===== src/rtl/graphics_mem_pkg.sv =====
// Shared types and widths for the graphics/CPU SDRAM front-end.
package graphics_mem_pkg;

    localparam int SDRAM_AW = 26;
    localparam int BURST_LW = 11;
    localparam int DATA_W   = 32;

    typedef enum logic [1:0] {
        IDLE  = 2'd0,
        ISSUE = 2'd1,
        WAIT  = 2'd2
    } arb_state_t;

    typedef enum logic [1:0] {
        REQ_CROM = 2'd0,
        REQ_SROM = 2'd1,
        REQ_PROM = 2'd2
    } req_id_t;

endpackage


===== src/rtl/arb_priority_select.sv =====
// Combinational winner pick: a starved requester (age == AGE_MAX) pre-empts fixed priority 0 > 1 > 2.
module arb_priority_select #(
    parameter int NREQ    = 3,
    parameter int AGE_MAX = 4,
    parameter int AGE_W   = 3,
    parameter int IDX_W   = 2
) (
    input  logic [NREQ-1:0]            req,
    input  logic [NREQ-1:0][AGE_W-1:0] age,
    output logic [NREQ-1:0]            grant,
    output logic [IDX_W-1:0]           winner
);

    logic [NREQ-1:0] aged_s;
    logic [NREQ-1:0] cand_s;
    logic            found_s;

    // Lowest-index candidate from the starved set, or from all requesters when none are starved.
    always_comb begin
        aged_s  = '0;
        cand_s  = '0;
        found_s = 1'b0;
        winner  = '0;
        grant   = '0;
        for (int i = 0; i < NREQ; i++) begin
            aged_s[i] = req[i] && (age[i] == AGE_W'(AGE_MAX));
        end
        if (|aged_s) begin
            cand_s = aged_s;
        end else begin
            cand_s = req;
        end
        for (int i = 0; i < NREQ; i++) begin
            if (cand_s[i] && !found_s) begin
                found_s = 1'b1;
                winner  = IDX_W'(i);
            end else begin
                found_s = found_s;
            end
        end
        if (found_s) begin
            grant = {{(NREQ-1){1'b0}}, 1'b1} << winner;
        end else begin
            grant = '0;
        end
    end

endmodule


===== src/rtl/burst_port_arbiter.sv =====
// Shares the SDRAM burst-read port between CROM, SROM and P-ROM fetchers, one burst at a time.
// Optional burst abort on missing completion: define BURST_ARB_TIMEOUT_EN.
module burst_port_arbiter
    import graphics_mem_pkg::*;
#(
    parameter int NREQ    = 3,
    parameter int AGE_MAX = 4
`ifdef BURST_ARB_TIMEOUT_EN
    , parameter int TIMEOUT = 512
`endif
) (
    input  logic                          sdram_clk,
    input  logic                          RESET,
    input  logic [NREQ-1:0]               req,
    input  logic [NREQ-1:0][SDRAM_AW-1:0] req_addr,
    input  logic [NREQ-1:0][BURST_LW-1:0] req_len,
    input  logic [NREQ-1:0]               req_32bit,
    output logic [NREQ-1:0]               ack,
    output logic [NREQ-1:0]               rd_valid,
    output logic [DATA_W-1:0]             rd_data,
    output logic [NREQ-1:0]               rd_done,
    output logic [NREQ-1:0]               rd_err,
    output logic                          burst_rd,
    output logic [SDRAM_AW-1:0]           burst_addr,
    output logic [BURST_LW-1:0]           burst_len,
    output logic                          burst_32bit,
    input  logic [DATA_W-1:0]             burst_data,
    input  logic                          burst_data_valid,
    input  logic                          burst_data_done
);

    localparam int AGE_W = $clog2(AGE_MAX + 32'd1);
    localparam int IDX_W = $clog2(NREQ);

    arb_state_t                 state_r;
    arb_state_t                 state_s;
    logic [NREQ-1:0]            owner_r;
    logic [NREQ-1:0][AGE_W-1:0] age_r;
    logic [NREQ-1:0]            grant_s;
    logic [IDX_W-1:0]           winner_s;
    logic                       arb_s;
    logic                       in_wait_s;
    logic                       abort_s;

    assign arb_s     = (state_r == IDLE) && (|req);
    assign in_wait_s = (state_r == WAIT);

    arb_priority_select #(
        .NREQ    (NREQ),
        .AGE_MAX (AGE_MAX),
        .AGE_W   (AGE_W),
        .IDX_W   (IDX_W)
    ) u_sel (
        .req    (req),
        .age    (age_r),
        .grant  (grant_s),
        .winner (winner_s)
    );

    // State register.
    always_ff @(posedge sdram_clk or posedge RESET) begin
        if (RESET) begin
            state_r <= IDLE;
        end else begin
            state_r <= state_s;
        end
    end

    // Next-state logic.
    always_comb begin
        state_s = state_r;
        case (state_r)
            IDLE:    if (|req) state_s = ISSUE; else state_s = IDLE;
            ISSUE:   state_s = WAIT;
            WAIT:    if (burst_data_done || abort_s) state_s = IDLE; else state_s = WAIT;
            default: state_s = IDLE;
        endcase
    end

    // Burst command, ownership and starvation ages; ages move only on an arbitration cycle.
    always_ff @(posedge sdram_clk or posedge RESET) begin
        if (RESET) begin
            burst_rd    <= 1'b0;
            burst_addr  <= '0;
            burst_len   <= BURST_LW'(2'd2);
            burst_32bit <= 1'b1;
            ack         <= '0;
            owner_r     <= '0;
            age_r       <= '0;
        end else begin
            burst_rd <= (state_r == ISSUE);
            ack      <= (state_r == ISSUE) ? owner_r : '0;
            if (arb_s) begin
                burst_addr  <= req_addr[winner_s];
                burst_len   <= req_len[winner_s];
                burst_32bit <= req_32bit[winner_s];
                owner_r     <= grant_s;
                for (int i = 0; i < NREQ; i++) begin
                    if (grant_s[i]) begin
                        age_r[i] <= '0;
                    end else if (req[i] && (age_r[i] != AGE_W'(AGE_MAX))) begin
                        age_r[i] <= age_r[i] + AGE_W'(1'b1);
                    end
                end
            end else if (in_wait_s && (burst_data_done || abort_s)) begin
                owner_r <= '0;
            end
        end
    end

    // Return-path steering; anything arriving outside WAIT is dropped.
    always_ff @(posedge sdram_clk or posedge RESET) begin
        if (RESET) begin
            rd_valid <= '0;
            rd_data  <= '0;
            rd_done  <= '0;
        end else begin
            rd_valid <= (in_wait_s && burst_data_valid) ? owner_r : '0;
            rd_done  <= (in_wait_s && burst_data_done) ? owner_r : '0;
            if (in_wait_s && burst_data_valid) begin
                rd_data <= burst_data;
            end
        end
    end

`ifdef BURST_ARB_TIMEOUT_EN
    localparam int TMO_W = (TIMEOUT > 1) ? $clog2(TIMEOUT) : 1;

    logic [TMO_W-1:0] tmo_cnt_r;

    assign abort_s = in_wait_s && !burst_data_done && (tmo_cnt_r == TMO_W'(TIMEOUT - 32'd1));

    // Cycles spent in WAIT for the current burst.
    always_ff @(posedge sdram_clk or posedge RESET) begin
        if (RESET) begin
            tmo_cnt_r <= '0;
        end else if (in_wait_s && !burst_data_done && !abort_s) begin
            tmo_cnt_r <= tmo_cnt_r + TMO_W'(1'b1);
        end else begin
            tmo_cnt_r <= '0;
        end
    end

    // Abort report to the owner of the stalled burst.
    always_ff @(posedge sdram_clk or posedge RESET) begin
        if (RESET) begin
            rd_err <= '0;
        end else begin
            rd_err <= abort_s ? owner_r : '0;
        end
    end
`else
    assign abort_s = 1'b0;
    assign rd_err  = '0;
`endif

endmodule


===== config.mk =====
export PLATFORM = sky130hd
export DESIGN_NAME = burst_port_arbiter
export DESIGN_NICKNAME = d
export VERILOG_FILES = /design/src/rtl/graphics_mem_pkg.sv /design/src/rtl/arb_priority_select.sv /design/src/rtl/burst_port_arbiter.sv
export SDC_FILE = /design/constraint.sdc
export NUM_CORES = 1
export LEC_CHECK = 0
export CAP_MARGIN = 10
export CORE_MARGIN = 4
export CORE_UTILIZATION = 35
export CTS_BUF_LIST = sky130_fd_sc_hd__clkbuf_8
export DETAILED_ROUTE_END_ITERATION = 16
export GPL_TIMING_DRIVEN = 0
export PLACE_DENSITY = 0.67
export SETUP_SLACK_MARGIN = 0.5
export SYNTH_ARGS = -nofsm -noshare
export SYNTH_HDL_FRONTEND = slang
export SYNTH_SLANG_ARGS = --single-unit

===== constraint.sdc =====
create_clock -name sdram_clk -period 8.13 [get_ports sdram_clk]
set_input_delay 2.0325 -clock sdram_clk [delete_from_list [all_inputs] [get_ports sdram_clk]]
set_output_delay 2.0325 -clock sdram_clk [all_outputs]
set_load 0.02 [all_outputs]

# Word-level counts from Yosys, hierarchy flattened
# Index checks and enable logic that the tools add are counted.
dict set report classes {
  addsub 3
  mul 0
  n_div 0
  magnitude_cmp 1
  n_eq_ne 8
  shifts 1
  n_mux 27
  bitwise 0
  n_reduce_logical 23
}
# operator n
set op_table {}
lappend op_table {{26-bit binary-select mux with 2-bit select} 1}
lappend op_table {{3-bit two-way mux} 13}
lappend op_table {{26-bit two-way mux} 1}
lappend op_table {{11-bit binary-select mux with 2-bit select} 1}
lappend op_table {{1-bit logical AND} 11}
lappend op_table {{11-bit two-way mux} 1}
lappend op_table {{3-bit by 1-bit adder with 3-bit output, second input constant} 3}
lappend op_table {{3-bit == test, second input constant} 3}
lappend op_table {{3-bit inequality test, second input constant} 3}
lappend op_table {{2-bit nonzero test} 4}
lappend op_table {{1-bit two-way mux} 6}
lappend op_table {{2-bit one-hot mux with 3 select lines} 1}
lappend op_table {{2-bit AND reduction} 3}
lappend op_table {{3-bit OR reduction} 2}
lappend op_table {{2-bit two-way mux} 2}
lappend op_table {{2-bit by 3-bit less-than comparator with 1-bit output, second input constant} 1}
lappend op_table {{1-bit by 2-bit << shifter with 3-bit output, first input constant} 1}
lappend op_table {{1-bit binary-select mux with 2-bit select} 1}
lappend op_table {{2-bit by 1-bit == test with 1-bit output, second input constant} 1}
lappend op_table {{2-bit == test, second input constant} 1}
lappend op_table {{1-bit logical NOT} 2}
lappend op_table {{2-bit logical NOT} 1}
dict set report totals {
  ff_bits 94
  latchBits 0
  mem_bits_rw 0
  romBits 0
  input_bits 153
  output_inout_bits 83
  word_cells 76
  mem_count 0
}

# Longest topological paths before layout
dict set report logic_depth {
  ltp_word 15
  depth_mapped 8
  mapped_depth_nobuf 6
}

# Cells and area by module
# From an unflattened synthesis, not the netlist that was laid out.
dict set report hier_totals {
  hier_cells 353
  area_unflattened_um2 4754.6
}
# module instances cells_each area_each_um2 seq_area_each_um2
set modules_own_cells {}
lappend modules_own_cells {burst_port_arbiter 1 339 4667.0 2354.8}
lappend modules_own_cells {arb_priority_select 1 14 87.6 0.0}

# Worst setup path before layout
# No wires, ideal clock.
dict set report synth_timing {
  path_kind {input port to flip-flop}
  start {input req[0]}
  end {register burst_addr[25]}
  setup_time_ps 127
  arrival_time_ps 3182
  required_time_ps 8003
  path_slack_ps 4821
  cell_stages 7
  path_buffers 2
  cell_sequence {or3_1 nand2_2 inv_2 o31ai_1 buf_2 buf_6 o211ai_2}
}
dict set report synth_between {
  word_cells_on_any_way 15
  cone_classes {mux: 7; reduce/logical: 8}
}
# element line
set synth_rtl {}
lappend synth_rtl {{from (decl)} burst_port_arbiter.sv:14} ;# input logic [NREQ-1:0] req,
lappend synth_rtl {{3-bit OR reduction} burst_port_arbiter.sv:45} ;# assign arb_s = (state_r == IDLE) && (|req);
lappend synth_rtl {{1-bit logical AND} burst_port_arbiter.sv:45}
lappend synth_rtl {{net arb_s} burst_port_arbiter.sv:41} ;# logic arb_s;
lappend synth_rtl {{to (signal assigned)} burst_port_arbiter.sv:94} ;# burst_addr <= req_addr[winner_s];
lappend synth_rtl {{to (decl)} burst_port_arbiter.sv:24} ;# output logic [SDRAM_AW-1:0] burst_addr,
# The timed path passes the listed nets, and every way through them passes these cells. The select of a mux whose other input is x is not followed.
# A chain may end at the register's enable or synchronous reset.

# Final worst setup path
dict set report layout_timing {
  start {input req[1]}
  end {register burst_len[10]}
}
dict set report layout_between {
  word_cells_on_any_way 15
  cone_classes {mux: 7; reduce/logical: 8}
}
# element line
set layout_rtl {}
lappend layout_rtl {{3-bit OR reduction} burst_port_arbiter.sv:45}
lappend layout_rtl {{1-bit logical AND} burst_port_arbiter.sv:45}
lappend layout_rtl {{net arb_s} burst_port_arbiter.sv:41}
lappend layout_rtl {{to (signal assigned)} burst_port_arbiter.sv:85} ;# burst_len <= BURST_LW'(2'd2);
lappend layout_rtl {{to (signal assigned)} burst_port_arbiter.sv:95} ;# burst_len <= req_len[winner_s];
lappend layout_rtl {{to (decl)} burst_port_arbiter.sv:25} ;# output logic [BURST_LW-1:0] burst_len,
# The timed path passes the listed nets, and every way through them passes these cells. The select of a mux whose other input is x is not followed.

==> reports/qor.yml <==
critical_path:
  worstSetupEndpointType: "flip-flop"
  r2r_cells: 8
  crit_type: "in2reg"
  worstPathCellList: "clkdlybuf4s50_1 > or3_1 > nand2_2 > inv_2 > o31ai_1 > buf_2 > buf_6 > o211ai_2"
  crit_slowest_cell: "clkdlybuf4s50_1"
  cp_top_family: "buffers and inverters"
  worstPathRequired_ns: 8.38
  worstPathArrival_ns: 4.06
  crit_fanout: 10
  slowest_delay_ns: 0.55
  cp.depth: 8
  cp-start-kind: "input pin"
  path_buf_inv: 4
cts:
  cts_buffers: 9
  clk_path_buf_depth: 2
  cts_tree: "built"
  hold_buffers: 0
  post_cts_buffers: 0
  cts_resized: 0
  htreeDepth: 3
  clkLatencyLatePin_ns: 0.36
  clk_pin_slew_ns: 0.09
  cts-root-buf: "clkbuf_8"
  numClockSinks: 94
synthesis:
  synth.area.top_cells: "dfrtp_1, mux2i_1, mux2_2, or4_1, o211ai_2"
  synthFlopType: "dfrtp_1"
  ys_ff_latch: 94
  yosysTopAreaCell: "dfrtp_1"
  synthDominantCellAreaShare_pct: 47.37
  synthCells: 443
  synth_edf_count: 0
  avgSynthCellArea_um2: 10.97
  synth_cell_types: 43
  yosysWarningCount: 0
  ys_seq_area_share_pct: 48.46
  syn-cell-area_um2: 4860
  async_flop_share_pct: 100.0
cells_and_area:
  layout_common_cells: "clkdlybuf4s50_1, dfrtp_1, nand2_1, nand3_1, mux2i_1"
  final_area_um2: 7639
  diodes: 0
  syn2layout_area_growth_pct: 57.18
  nets: 848
  drive_gt1_share_pct: 14.41
  final_common_cell: "clkdlybuf4s50_1"
placement:
  hpwl_um: 11850
  place_congestion: 0.8757
  preCtsSetupSlack_ns: 3.963
  dpl-instance-area_um2: 7440
  io_buffers: 232
routing:
  vias_per_cell: 5.123
  drt_iter0_drc: 194
  antenna_left: 0
  vias: 4457
  firstDrtPassIters: 4
  drc_errors: 0
  wire_per_inst_um: 17.73
  wl_um: 15420
timing:
  fin_ws_ns: 4.312
  drv_slew: 0
  period_minus_slack_ns: 3.818
  whs_ns: 0.4948
  finalSetupViolCount: 0
  rsz0062_at_grt: "false"
  skew_ns: 0.01450
  period_share_pct: 46.96
  fin_tns_setup_ns: 0
  tightest_slew_ns: 0.5767
  hold_violations: 0
  max_freq_mhz: 261.9
  max_slew_margin_pct: 60.56
pwr:
  ir_drop_mv: 0.1273
  powerDensity_nw_per_um2: 341.2
  p_leak_nw: 3.150
hold_path:
  worstHoldPathCells: 2
  hp-class: "reg2reg"
floorplanning:
  io_pins: 236
  die_w_um: 125.8
  core.rowCount: 42
  start_util_pct: 36.27
  die_area_um2: 15830
  die_y_um: 125.8
  core_area_um2: 13400
grt:
  gr-total-overflow: 0
  antenna_found_initial: 0
  grtUsageTotal_pct: 19.05
  grt_max_degree: 72
  grt_pass1_wl_um: 24340
  first_global_vias: 4702
run_status:
  status: "complete, no violations"
flow_run:
  cap_viol_max_count: 0
-- final timing paths --
path	start	end	slack [ns]
max	req[1]	burst_len[10]	4.31
min	burst_addr[9]	burst_addr[9]	0.49
max reg2reg	age_r[0]	burst_len[10]	5.93
min reg2reg	burst_addr[9]	burst_addr[9]	0.49
max in group asynchronous	RESET	burst_32bit	5.47
min in group asynchronous	RESET	rd_data[18]	1.97
-- kinds of logic (layout without fill, tap and decap cells) --
group | Yosys count | in the layout | synth area share [%]
AO/OA/AOI/OAI | 61 | 61 | 11.30
XOR/XNOR | 2 | 2 | 0.3605
adder cells (fa/ha/maj) | 6 | 6 | 1.545
buffers and inverters | 54 | 303 | 5.535
flip-flops | 94 | 94 | 48.46
multiplexers | 72 | 72 | 15.68
other | 1 | 3 | 0.07717
AND/OR/NAND/NOR | 153 | 153 | 17.04
-- state kept, by name, indices dropped and copies added (netlist names) --
register     count
ack              3
age_r            9
burst_32bit      1
burst_addr      26
burst_len       11
burst_rd         1
owner_r          3
rd_data         32
rd_done          3
rd_valid         3
state_r          2
-- cell usage after synthesis, drive strengths merged, types with 2 or more instances --
cell,n
mux2i,39
clkbuf,19
nand3,43
dfstp,2
a21oi,2
nor2b,2
nand2,48
a31o,3
buf,21
o21ai,5
and2,5
a31oi,3
mux2,33
nand4,4
o211ai,38
or3,2
ha,6
and3,6
or4,38
dfrtp,92
inv,14
nor2,4
-- worst min-delay path: cells and delay by family (launching register included) --
family,cells,cell delay [ns]
DFF,1,0.35
AOI/OAI and AO/OA,1,0.05
and+or+nand+nor,1,0.06
-- through the flow --
stage	util [%]	instances	total power, mW
floorplan	-	445	1.655
global placement	55.29	853	2.266
detailed placement	55.52	854	2.309
CTS	57.00	870	2.630
global route	57.00	870	2.775
finish	57.00	870	2.606
-- final cells by class --
type / instances / area [µm²]
buffer: 40 / 216.5
timing repair buffer: 233 / 2350
sequential: 94 / 2355
inverter: 14 / 55.05
multi-input combinational: 297 / 2243
fill: 1149 / 5762
tap: 176 / 220.2
clock buffer: 9 / 123.9
clock inverter: 7 / 75.07
-- metal layers --
metal / vias up / track usage [%] / wire (µm)
met4: 0 / 6.562 / 329
met1: 2097 / 23.12 / 6225
li1: 2122 / - / -
met5: - / 0 / 0
met3: 23 / 5.419 / 1331
met2: 215 / 32.57 / 7538
-- where the power goes --
group | internal (mW) | switching, mW | total [mW]
Combinational | 0.703 | 0.781 | 1.48
Sequential | 0.684 | 0.123 | 0.807
Clock | 0.143 | 0.172 | 0.315
Total | 1.53 | 1.08 | 2.61
(Power assumes the default switching activity.)
